$ cat src/rtl/keypad_emulator_if.sv
// Request channel into the keypad emulator: a 4-bit key code with valid/ready flow control.
// A code transfers on a rising CLK edge where key_valid && key_ready are both high.
interface keypad_emulator_if;
  logic [3:0] key_in;
  logic       key_valid;
  logic       key_ready;

  modport master (output key_in, output key_valid, input key_ready);
  modport slave  (input key_in, input key_valid, output key_ready);
endinterface

$ cat src/rtl/keypad_emulator.sv
// Emulates a 4x4 matrix keypad: queued key codes are "pressed" one at a time,
// returning the scanner's column drive on the key's row for HOLD_CYCLES, then releasing for GAP_CYCLES.
module keypad_emulator #(
  parameter int unsigned HOLD_CYCLES = 64,
  parameter int unsigned GAP_CYCLES  = 32
) (
  input  logic              CLK,
  input  logic              RST,
  keypad_emulator_if.slave  kif,
  input  logic [3:0]        C,
  output logic [3:0]        R,
  output logic [4:0]        active_key,
  output logic              busy,
  output logic [2:0]        fifo_level,
  output logic [1:0]        o_state_dbg
);

  typedef enum logic [1:0] {
    ST_IDLE  = 2'd0,
    ST_PRESS = 2'd1,
    ST_GAP   = 2'd2
  } state_t;

  localparam logic [15:0] HOLD_LOAD = 16'(HOLD_CYCLES - 1);
  localparam logic [15:0] GAP_LOAD  = 16'(GAP_CYCLES - 1);
  localparam logic [4:0]  NO_KEY    = 5'b10000;

  state_t      r_state;
  state_t      w_state_nxt;
  logic [15:0] r_cnt;
  logic [15:0] w_cnt_nxt;

  logic [3:0]  r_mem [4];
  logic [1:0]  r_wr_ptr;
  logic [1:0]  r_rd_ptr;
  logic [2:0]  r_level;
  logic        w_push;
  logic        w_pop;
  logic        w_empty;
  logic        w_full;
  logic [3:0]  w_head;

  logic [3:0]  r_code;
  logic [1:0]  r_col;
  logic [1:0]  r_row;
  logic [4:0]  r_active_key;
  logic [3:0]  w_pos;
  logic [3:0]  w_r;

  // Matrix location of a code, returned as {column, row}.
  function automatic logic [3:0] code_to_pos(input logic [3:0] code);
    logic [3:0] pos;
    case (code)
      4'h0: pos = {2'd3, 2'd0};
      4'h1: pos = {2'd0, 2'd3};
      4'h2: pos = {2'd3, 2'd3};
      4'h3: pos = {2'd2, 2'd3};
      4'h4: pos = {2'd0, 2'd2};
      4'h5: pos = {2'd3, 2'd2};
      4'h6: pos = {2'd2, 2'd2};
      4'h7: pos = {2'd0, 2'd1};
      4'h8: pos = {2'd3, 2'd1};
      4'h9: pos = {2'd2, 2'd1};
      4'hA: pos = {2'd1, 2'd3};
      4'hB: pos = {2'd1, 2'd2};
      4'hC: pos = {2'd1, 2'd1};
      4'hD: pos = {2'd1, 2'd0};
      4'hE: pos = {2'd0, 2'd0};
      default: pos = {2'd2, 2'd0};
    endcase
    return pos;
  endfunction

  assign w_empty = (r_level == 3'd0);
  assign w_full  = (r_level == 3'd4);
  assign w_push  = kif.key_valid && !w_full;
  assign w_head  = r_mem[r_rd_ptr];
  assign w_pos   = code_to_pos(w_head);

  // Storage is not reset; only pointers and level define which entries are live.
  always_ff @(posedge CLK) begin
    if (w_push) begin
      r_mem[r_wr_ptr] <= kif.key_in;
    end
  end

  always_ff @(posedge CLK or posedge RST) begin
    if (RST) begin
      r_wr_ptr <= 2'd0;
      r_rd_ptr <= 2'd0;
      r_level  <= 3'd0;
    end else begin
      if (w_push) begin
        r_wr_ptr <= r_wr_ptr + 2'd1;
      end
      if (w_pop) begin
        r_rd_ptr <= r_rd_ptr + 2'd1;
      end
      case ({w_push, w_pop})
        2'b10:   r_level <= r_level + 3'd1;
        2'b01:   r_level <= r_level - 3'd1;
        default: r_level <= r_level;
      endcase
    end
  end

  always_ff @(posedge CLK or posedge RST) begin
    if (RST) begin
      r_state <= ST_IDLE;
      r_cnt   <= 16'd0;
    end else begin
      r_state <= w_state_nxt;
      r_cnt   <= w_cnt_nxt;
    end
  end

  always_comb begin
    w_state_nxt = r_state;
    w_cnt_nxt   = r_cnt;
    w_pop       = 1'b0;
    case (r_state)
      ST_IDLE: begin
        if (!w_empty) begin
          w_pop       = 1'b1;
          w_cnt_nxt   = HOLD_LOAD;
          w_state_nxt = ST_PRESS;
        end
      end
      ST_PRESS: begin
        if (r_cnt == 16'd0) begin
          w_cnt_nxt   = GAP_LOAD;
          w_state_nxt = ST_GAP;
        end else begin
          w_cnt_nxt = r_cnt - 16'd1;
        end
      end
      ST_GAP: begin
        if (r_cnt == 16'd0) begin
          w_state_nxt = ST_IDLE;
        end else begin
          w_cnt_nxt = r_cnt - 16'd1;
        end
      end
      default: begin
        w_state_nxt = ST_IDLE;
        w_cnt_nxt   = 16'd0;
      end
    endcase
  end

  // active_key is computed from the next state so it lines up exactly with the PRESS window.
  always_ff @(posedge CLK or posedge RST) begin
    if (RST) begin
      r_code       <= 4'd0;
      r_col        <= 2'd0;
      r_row        <= 2'd0;
      r_active_key <= NO_KEY;
    end else begin
      if (w_pop) begin
        r_code <= w_head;
        r_col  <= w_pos[3:2];
        r_row  <= w_pos[1:0];
      end
      if (w_state_nxt == ST_PRESS) begin
        r_active_key <= {1'b0, (w_pop ? w_head : r_code)};
      end else begin
        r_active_key <= NO_KEY;
      end
    end
  end

  // The pressed switch connects one column to one row, so several low columns behave naturally.
  always_comb begin
    w_r = 4'b1111;
    if (r_state == ST_PRESS) begin
      w_r[r_row] = C[r_col];
    end
  end

  assign R             = w_r;
  assign active_key    = r_active_key;
  assign busy          = !w_empty || (r_state != ST_IDLE);
  assign fifo_level    = r_level;
  assign kif.key_ready = !w_full;
  assign o_state_dbg   = r_state;

endmodule

$ cat src/flat_wrapper.sv
// flat-port wrapper written by rule: the top's interface ports become plain ports
module keypad_emulator_flat 
#(
  parameter int unsigned HOLD_CYCLES = 64,
  parameter int unsigned GAP_CYCLES  = 32
)
  (CLK, RST, C, R, active_key, busy, fifo_level, o_state_dbg, kif_key_in, kif_key_valid, kif_key_ready);
  keypad_emulator_if kif_i ();
  input  logic CLK;
  input  logic RST;
  input  logic [3:0] C;
  output logic [3:0] R;
  output logic [4:0] active_key;
  output logic busy;
  output logic [2:0] fifo_level;
  output logic [1:0] o_state_dbg;
  input wire logic [$bits(kif_i.key_in)-1:0] kif_key_in;
  input wire logic [$bits(kif_i.key_valid)-1:0] kif_key_valid;
  output wire logic [$bits(kif_i.key_ready)-1:0] kif_key_ready;
  assign kif_i.key_in = kif_key_in;
  assign kif_i.key_valid = kif_key_valid;
  assign kif_key_ready = kif_i.key_ready;
  keypad_emulator #(.HOLD_CYCLES(HOLD_CYCLES), .GAP_CYCLES(GAP_CYCLES)) u_core (.CLK(CLK), .RST(RST), .kif(kif_i), .C(C), .R(R), .active_key(active_key), .busy(busy), .fifo_level(fifo_level), .o_state_dbg(o_state_dbg));
endmodule
$ cat config.mk
export PLATFORM = sky130hd
export DESIGN_NAME = keypad_emulator_flat
export DESIGN_NICKNAME = d
export VERILOG_FILES = /design/src/rtl/keypad_emulator_if.sv /design/src/rtl/keypad_emulator.sv /design/src/flat_wrapper.sv
export SDC_FILE = /design/constraint.sdc
export NUM_CORES = 1
export LEC_CHECK = 0
export ABC_AREA = 1
export BUFFER_PORTS_ARGS = -buffer_cell sky130_fd_sc_hd__buf_2
export CORE_MARGIN = 3
export CORE_UTILIZATION = 54
export DETAILED_ROUTE_END_ITERATION = 16
export PLACE_DENSITY = 0.76
export SLEW_MARGIN = 20
export SYNTH_ARGS = -nofsm -noshare
export SYNTH_HDL_FRONTEND = slang
export SYNTH_SLANG_ARGS = --single-unit
$ cat constraint.sdc
create_clock -name CLK -period 2.1 [get_ports CLK]
set_input_delay 0.42 -clock CLK [delete_from_list [all_inputs] [get_ports CLK]]
set_output_delay 0.42 -clock CLK [all_outputs]
set_load 0.1 [all_outputs]
======== Yosys cells after proc, flatten, opt, wreduce, memory -nomap -nowiden ========
Memory sizes are Yosys's and may differ from the RTL's. A register that Yosys moved wholly into a read port is not among the register bits.
Index checks and enable logic that the tools add are counted.
word-level totals
  latch bits .............................. 0
  memory bits (read-only) ................. 64
  bits in registers ....................... 34
  RAM bits ................................ 16
  output and inout bits ................... 16
  memories ................................ 2
  word-level logic and storage cells ...... 58
cells by class
  shift-type cells ........................ 0
  div/mod/pow operators ................... 0
  reduce and logical (&&, ||, !) cells .... 11
  eq/ne operators ......................... 8
  order comparisons ....................... 3
  $mul .................................... 0
  bitwise gates (word level) .............. 2
  mux-type cells .......................... 20
  add/sub/neg operators ................... 5
memories
  name              words  width  rd ports  clocked after Yosys merged registers in  write ports  line                   text
  (name not given)  16     4      1         1                                        0            keypad_emulator.sv:53  case (code)
  u_core.r_mem      4      4      1         0                                        1            keypad_emulator.sv:33  logic [3:0] r_mem [4];
operators with widths
  kind                                                                          count
  16-bit 2-to-1 mux                                                             3
  16-bit case mux with 3 select lines                                           1
  16-bit logical NOT                                                            1
  16-bit by 1-bit subtractor with 16-bit output, second input constant          1
  4-bit 2-to-1 mux                                                              2
  2-bit by 1-bit equality test with 1-bit output, second input constant         3
  2-bit by 3-bit less-than comparator with 1-bit output, second input constant  2
  1-bit 2-to-1 mux                                                              6
  2-bit 2-to-1 mux                                                              3
  2-bit case mux with 3 select lines                                            1
  3-bit case mux with 2 select lines                                            1
  5-bit 2-to-1 mux                                                              1
  2-bit by 1-bit adder with 2-bit output, second input constant                 2
  2-bit equality test, second input constant                                    2
  2-bit inequality test, second input constant                                  2
  4-bit inverter                                                                1
  4-bit OR                                                                      1
  2-bit nonzero test                                                            2
  3-bit by 1-bit adder with 3-bit output, second input constant                 1
  3-bit equality test, second input constant                                    1
  3-bit logical NOT                                                             1
  3-bit by 1-bit subtractor with 3-bit output, second input constant            1
  1-bit binary-select mux with 2-bit select                                     1
  1-bit demux with 2-bit select                                                 1
  6 further kinds                                                               8

======== Longest topological paths before layout ========
  word-level depth ........................ 7
  depth in mapped cells ................... 12
  depth with buffers taken out ............ 11

======== Worst setup path before layout ========
Ideal clock, no wire load.
  path kind ............................... reg2reg
  start point ............................. register u_core.r_level[2], in the netlist u_core.fifo_level[2]
  end point ............................... register u_core.r_level[2], in the netlist u_core.fifo_level[2]
  arrival ................................. 3.504 ns
  clock period less this slack ............ 3.665 ns
  setup slack ............................. -1.565 ns
  stages on the path, launching flop included .. 9
  required time ........................... 1.939 ns
  library setup time ...................... 0.161 ns
  cell sequence ........................... dfrtp_1 -> nand3_1 -> nand2_1 -> ha_1 -> inv_1 -> fa_1 -> a21oi_1 -> o21ai_0 -> xnor2_1
on the way
  cells in the longest elaborated chain, start to end .. 5
  elaborated cells on any way between the ends .. 12
  classes of those cells .................. add/sub (2); eq/ne (3); mux (3); reduce/logical (4)
ends and longest elaborated chain
  what                                                                                          line                    text
  from (decl)                                                                                   keypad_emulator.sv:36   logic [2:0] r_level;
  from (signal assigned)                                                                        keypad_emulator.sv:100  2'b10: r_level <= r_level + 3'd1;
  from (signal assigned)                                                                        keypad_emulator.sv:101  2'b01: r_level <= r_level - 3'd1;
  from (signal assigned)                                                                        keypad_emulator.sv:102  default: r_level <= r_level;
  3-bit equality test *                                                                         keypad_emulator.sv:75   assign w_full = (r_level == 3'd4);
  1-bit logical NOT *                                                                           -
  named net kif_key_ready                                                                       flat_wrapper.sv:19      output wire logic [$bits(kif_i.key_ready)-1:0] kif_key_ready;
  1-bit logical AND *                                                                           keypad_emulator.sv:76   assign w_push = kif.key_valid && !w_full;
  2-bit by 1-bit equality test with 1-bit output / 2-bit equality test (equally long branches)  keypad_emulator.sv:99   case ({w_push, w_pop})
  3-bit case mux with 2 select lines / 2-bit nonzero test (equally long branches)               -
Mark *: on every way through the listed nets, which the timed path passes. The rest lies on a longest branch.
A chain may end at the register's enable or synchronous reset.

======== Worst setup path in the final report ========
  start point ............................. register u_core.r_col[0]
  end point ............................... output R[3]
on the way
  cells in the longest elaborated chain, start to end .. 4
ends and longest elaborated chain
  what                                       line                    text
  from (decl)                                keypad_emulator.sv:44   logic [1:0] r_col;
  1-bit binary-select mux with 2-bit select  keypad_emulator.sv:176  w_r[r_row] = C[r_col];
  1-bit 2-to-1 mux (implied by the code)     keypad_emulator.sv:176
  4-bit OR (no source line)                  -
  4-bit 2-to-1 mux                           keypad_emulator.sv:175  if (r_state == ST_PRESS) begin
  to (decl)                                  flat_wrapper.sv:12      output logic [3:0] R;
Every way passes these cells. The select of a mux whose other input is x is not followed.

==> results.tsv <==
stage	metric	value	unit
sta	FMAX	503	MHz
sta	max_slew headroom	65.9	%
worst_hold_path	Hold Crit Class	in2async	
yosys	post-synthesis cell type with the largest combined area	dfrtp_1	
yosys	Netlist cell types	33	
sta	RSZ-0062 raised after global routing	false	
yosys	syn avg cell area	8.11	um^2
worst_setup_path	Worst Setup Start Kind	register	
worst_setup_path	CP required	1.68	ns
clock_network	clock-pin transition on the worst setup and hold timing paths	0.10	ns
grt	gr usage total	20.5	%
placed_design	I/O Buffers	26	
grt	first-pass GRT wire length	10.6	mm
yosys	synth warn	0	
drt	drt total wl	6.05	mm
grt	initial antenna violation count	0	
die	Ports	27	
cells_and_area	number of diodes	0	
drt	Via density	5.09	
drt	Iter 0 DRT Violations	139	
job	Maximum Capacitance Violations	0	
drt	router iterations before antenna repair	4	
die	Initial Utilization	58.1	%
cells_and_area	commonest cells after routing, fill and taps aside	nand2_1, nor2_1, inv_1	
sta	final setup vio count	0	
die	Die X	81.7	um
die	standard-cell rows	26	
worst_setup_path	CP Cell Sequence	inv_1 > nand2_1 > a32o_1 > nand4_1 > clkbuf_4	
clock_network	Longest Clk Path Bufs	2	
power_and_ir_drop	Lkg Pwr	1.72	nW
worst_setup_path	slowest cell on the critical path	dfrtp_1	
sta	Tcrit/Tclk final	94.7	%
drt	Post-DRT Antenna Nets	0	
grt	vias in the first global route	2295	
yosys	post-synthesis cell count	382	
sta	Max Slew Vio Count	0	
cells_and_area	layout cells sized above 1	21.3	%
grt	remaining global-route overflow	0	
clock_network	H-tree depth	2	
yosys	post-synth design cell area	3100	um^2
placed_design	gpl congestion	0.884	
yosys	top post-synthesis cells by area	dfrtp_1, edfxtp_1, nand2_1	
yosys	Net Count, Synth	408	
yosys	Yosys top cell area share	29.9	%
worst_setup_path	CP endpoint kind	primary output	
die	Chip Height	81.7	um
sta	Worst-Margin Slew	0.515	ns
die	Core Region	5340	um^2
worst_setup_path	crit path buf inv count	2	
power_and_ir_drop	Power Density	1600	nW/um^2
cells_and_area	commonest non-fill, non-tap cell in the layout	nand2_1	
sta	Final Hold Vio Count	0	
worst_setup_path	critical path fanouts, max	4	
clock_network	CTS tree	done	
cells_and_area	P&R area growth vs syn	12.6	%
power_and_ir_drop	VDD IR-drop max	1590	uV
worst_setup_path	slowest stage delay, CP	0.43	ns
clock_network	Hold-fix buffers, CTS	0	
worst_setup_path	Arr. time, crit path	1.57	ns
clock_network	clock sink count	54	
run_status	outcome	complete, no violations	
power_and_ir_drop	Power, Total	5.59	mW
worst_setup_path	cell family with most CP delay	flip-flops	
drt	DRC violations left	0	
clock_network	Root Buffer	clkbuf_8	
sta	clk_skew	0.00880	ns
grt	largest net degree at the start of global routing	39	
clock_network	Num CTS Buffers	5	
sta	Min Hold Slack	0.196	ns
worst_setup_path	WS Path Type	reg2out	
placed_design	Cells after DPL	479	
clock_network	worst skew pair latency	0.32	ns
yosys	Seq/Total Area, Yosys	46.2	%
sta	post-layout min period	1.99	ns
drt	WL/cell	12.4	um
yosys	#FFs+latches synth	54	
die	die area	6680	um^2
drt	via count	2481	
cells_and_area	# nets final	442	
placed_design	DP Wirelength	4.67	mm
cells_and_area	final cell count without fillers	487	
## layout make-up
type,instances,area (um^2)
clock inverter,3,28.8
tap,70,87.6
timing repair buffer,30,170
inverter,54,210
clock buffer,5,68.8
multi-input combinational,271,1470
sequential,54,1450
fill,444,1850
## what timing repair did
action,4_1_cts,5_1_grt
hold endpoints to repair,0,0
setup buffers,0,0
resized for setup,0,4
setup endpoints to repair,0,4
## power breakdown
| group | total (mW) | internal (mW) | switching [mW] |
|---|---|---|---|
| clock | 0.628 | 0.250 | 0.378 |
| sequential | 1.81 | 1.49 | 0.320 |
| combinational | 3.15 | 0.857 | 2.30 |
## synthesized netlist by cell type
| library cell | number |
|---|---|
| a21oi_1 | 6 |
| a21oi_4 | 1 |
| a32o_1 | 1 |
| buf_2 | 1 |
| buf_4 | 1 |
| buf_6 | 1 |
| clkinv_1 | 3 |
| dfrtp_1 | 37 |
| dfstp_2 | 1 |
| edfxtp_1 | 16 |
| fa_1 | 1 |
| ha_1 | 14 |
| inv_1 | 42 |
| inv_2 | 8 |
| inv_4 | 1 |
| nand2_1 | 103 |
| nand2_2 | 7 |
| nand2_4 | 2 |
| nand3_1 | 30 |
| nand3_2 | 3 |
| nand3_4 | 2 |
| nand4_1 | 9 |
| nor2_1 | 54 |
| nor2_2 | 10 |
| nor2_4 | 3 |
| nor3_1 | 2 |
| nor3_4 | 1 |
| o2111ai_1 | 1 |
| o211ai_1 | 1 |
| o21ai_0 | 8 |
| o21ai_1 | 7 |
| xnor2_1 | 2 |
| xor2_1 | 3 |
## metal layers
layer  wire length (um)  share of wire [%]  global-route usage (%)  vias up
li1                   -                  -                       -     1272
met1               3040                 50                    29.2     1141
met2               2640                 44                    31.7       63
met3                317                5.2                    4.39        5
met4                 51               0.84                    5.32        0
met5                  0                  0                       0        -
## cells by family (layout without fill, tap and decap cells)
group,Yosys count,after routing,share of synthesized area [%]
compound gates,25,25,4.77
xor+xnor,5,5,1.41
fa+ha+maj,15,15,6.30
buf+inv,57,92,7.39
flops,54,54,46.2
simple gates,226,226,33.9
## path summary, 6_finish.rpt
check / startpoint / end / slack [ns] / cells past startpoint
setup reg to reg: u_core.o_state_dbg[1] / u_core.fifo_level[2] / 0.15 / 9
hold reg to reg: u_core.r_code[3] / u_core.r_code[3] / 0.48 / 2
min in group CLK: kif_key_in[3] / u_core.r_mem[2][3] / 0.31 / 1
max in group asynchronous: RST / u_core.o_state_dbg[0] / 1.53 / 3
setup / recovery: u_core.r_col[0] / R[3] / 0.11 / 5
hold / removal: RST / u_core.r_wr_ptr[1] / 0.20 / 3
## flip-flops by register name, indices dropped and copies added (netlist names)
signal	count
u_core.r_mem	16
u_core.fifo_level	3
u_core.r_wr_ptr	2
u_core.r_row	2
u_core.o_state_dbg	2
u_core.r_col	2
u_core.r_rd_ptr	2
u_core.r_code	4
u_core.r_cnt	16
u_core.active_key	5
## stage by stage
stage / TNS (ns) / setup slack [ns] / utilization (%) / instance area [um^2]
2_1_floorplan: -0.793 / -0.164 / - / 3160
3_3_place_gp: 0 / 0.229 / 63.4 / 3380
3_5_place_dp: 0 / 0.170 / 63.4 / 3380
4_1_cts: 0 / 0.00153 / 65.2 / 3480
5_1_grt: 0 / 0.0165 / 65.4 / 3490
6_report: 0 / 0.111 / 65.4 / 3490
## worst reg2reg max path: cells and delay by family (launching register included)
family | cells | cell delay, ns
flops | 1 | 0.51
xor+xnor | 1 | 0.12
buf+inv | 2 | 0.23
compound gates | 2 | 0.25
simple gates | 2 | 0.23
fa+ha+maj | 2 | 0.51
No activity file was read; power rests on OpenSTA's default activity.
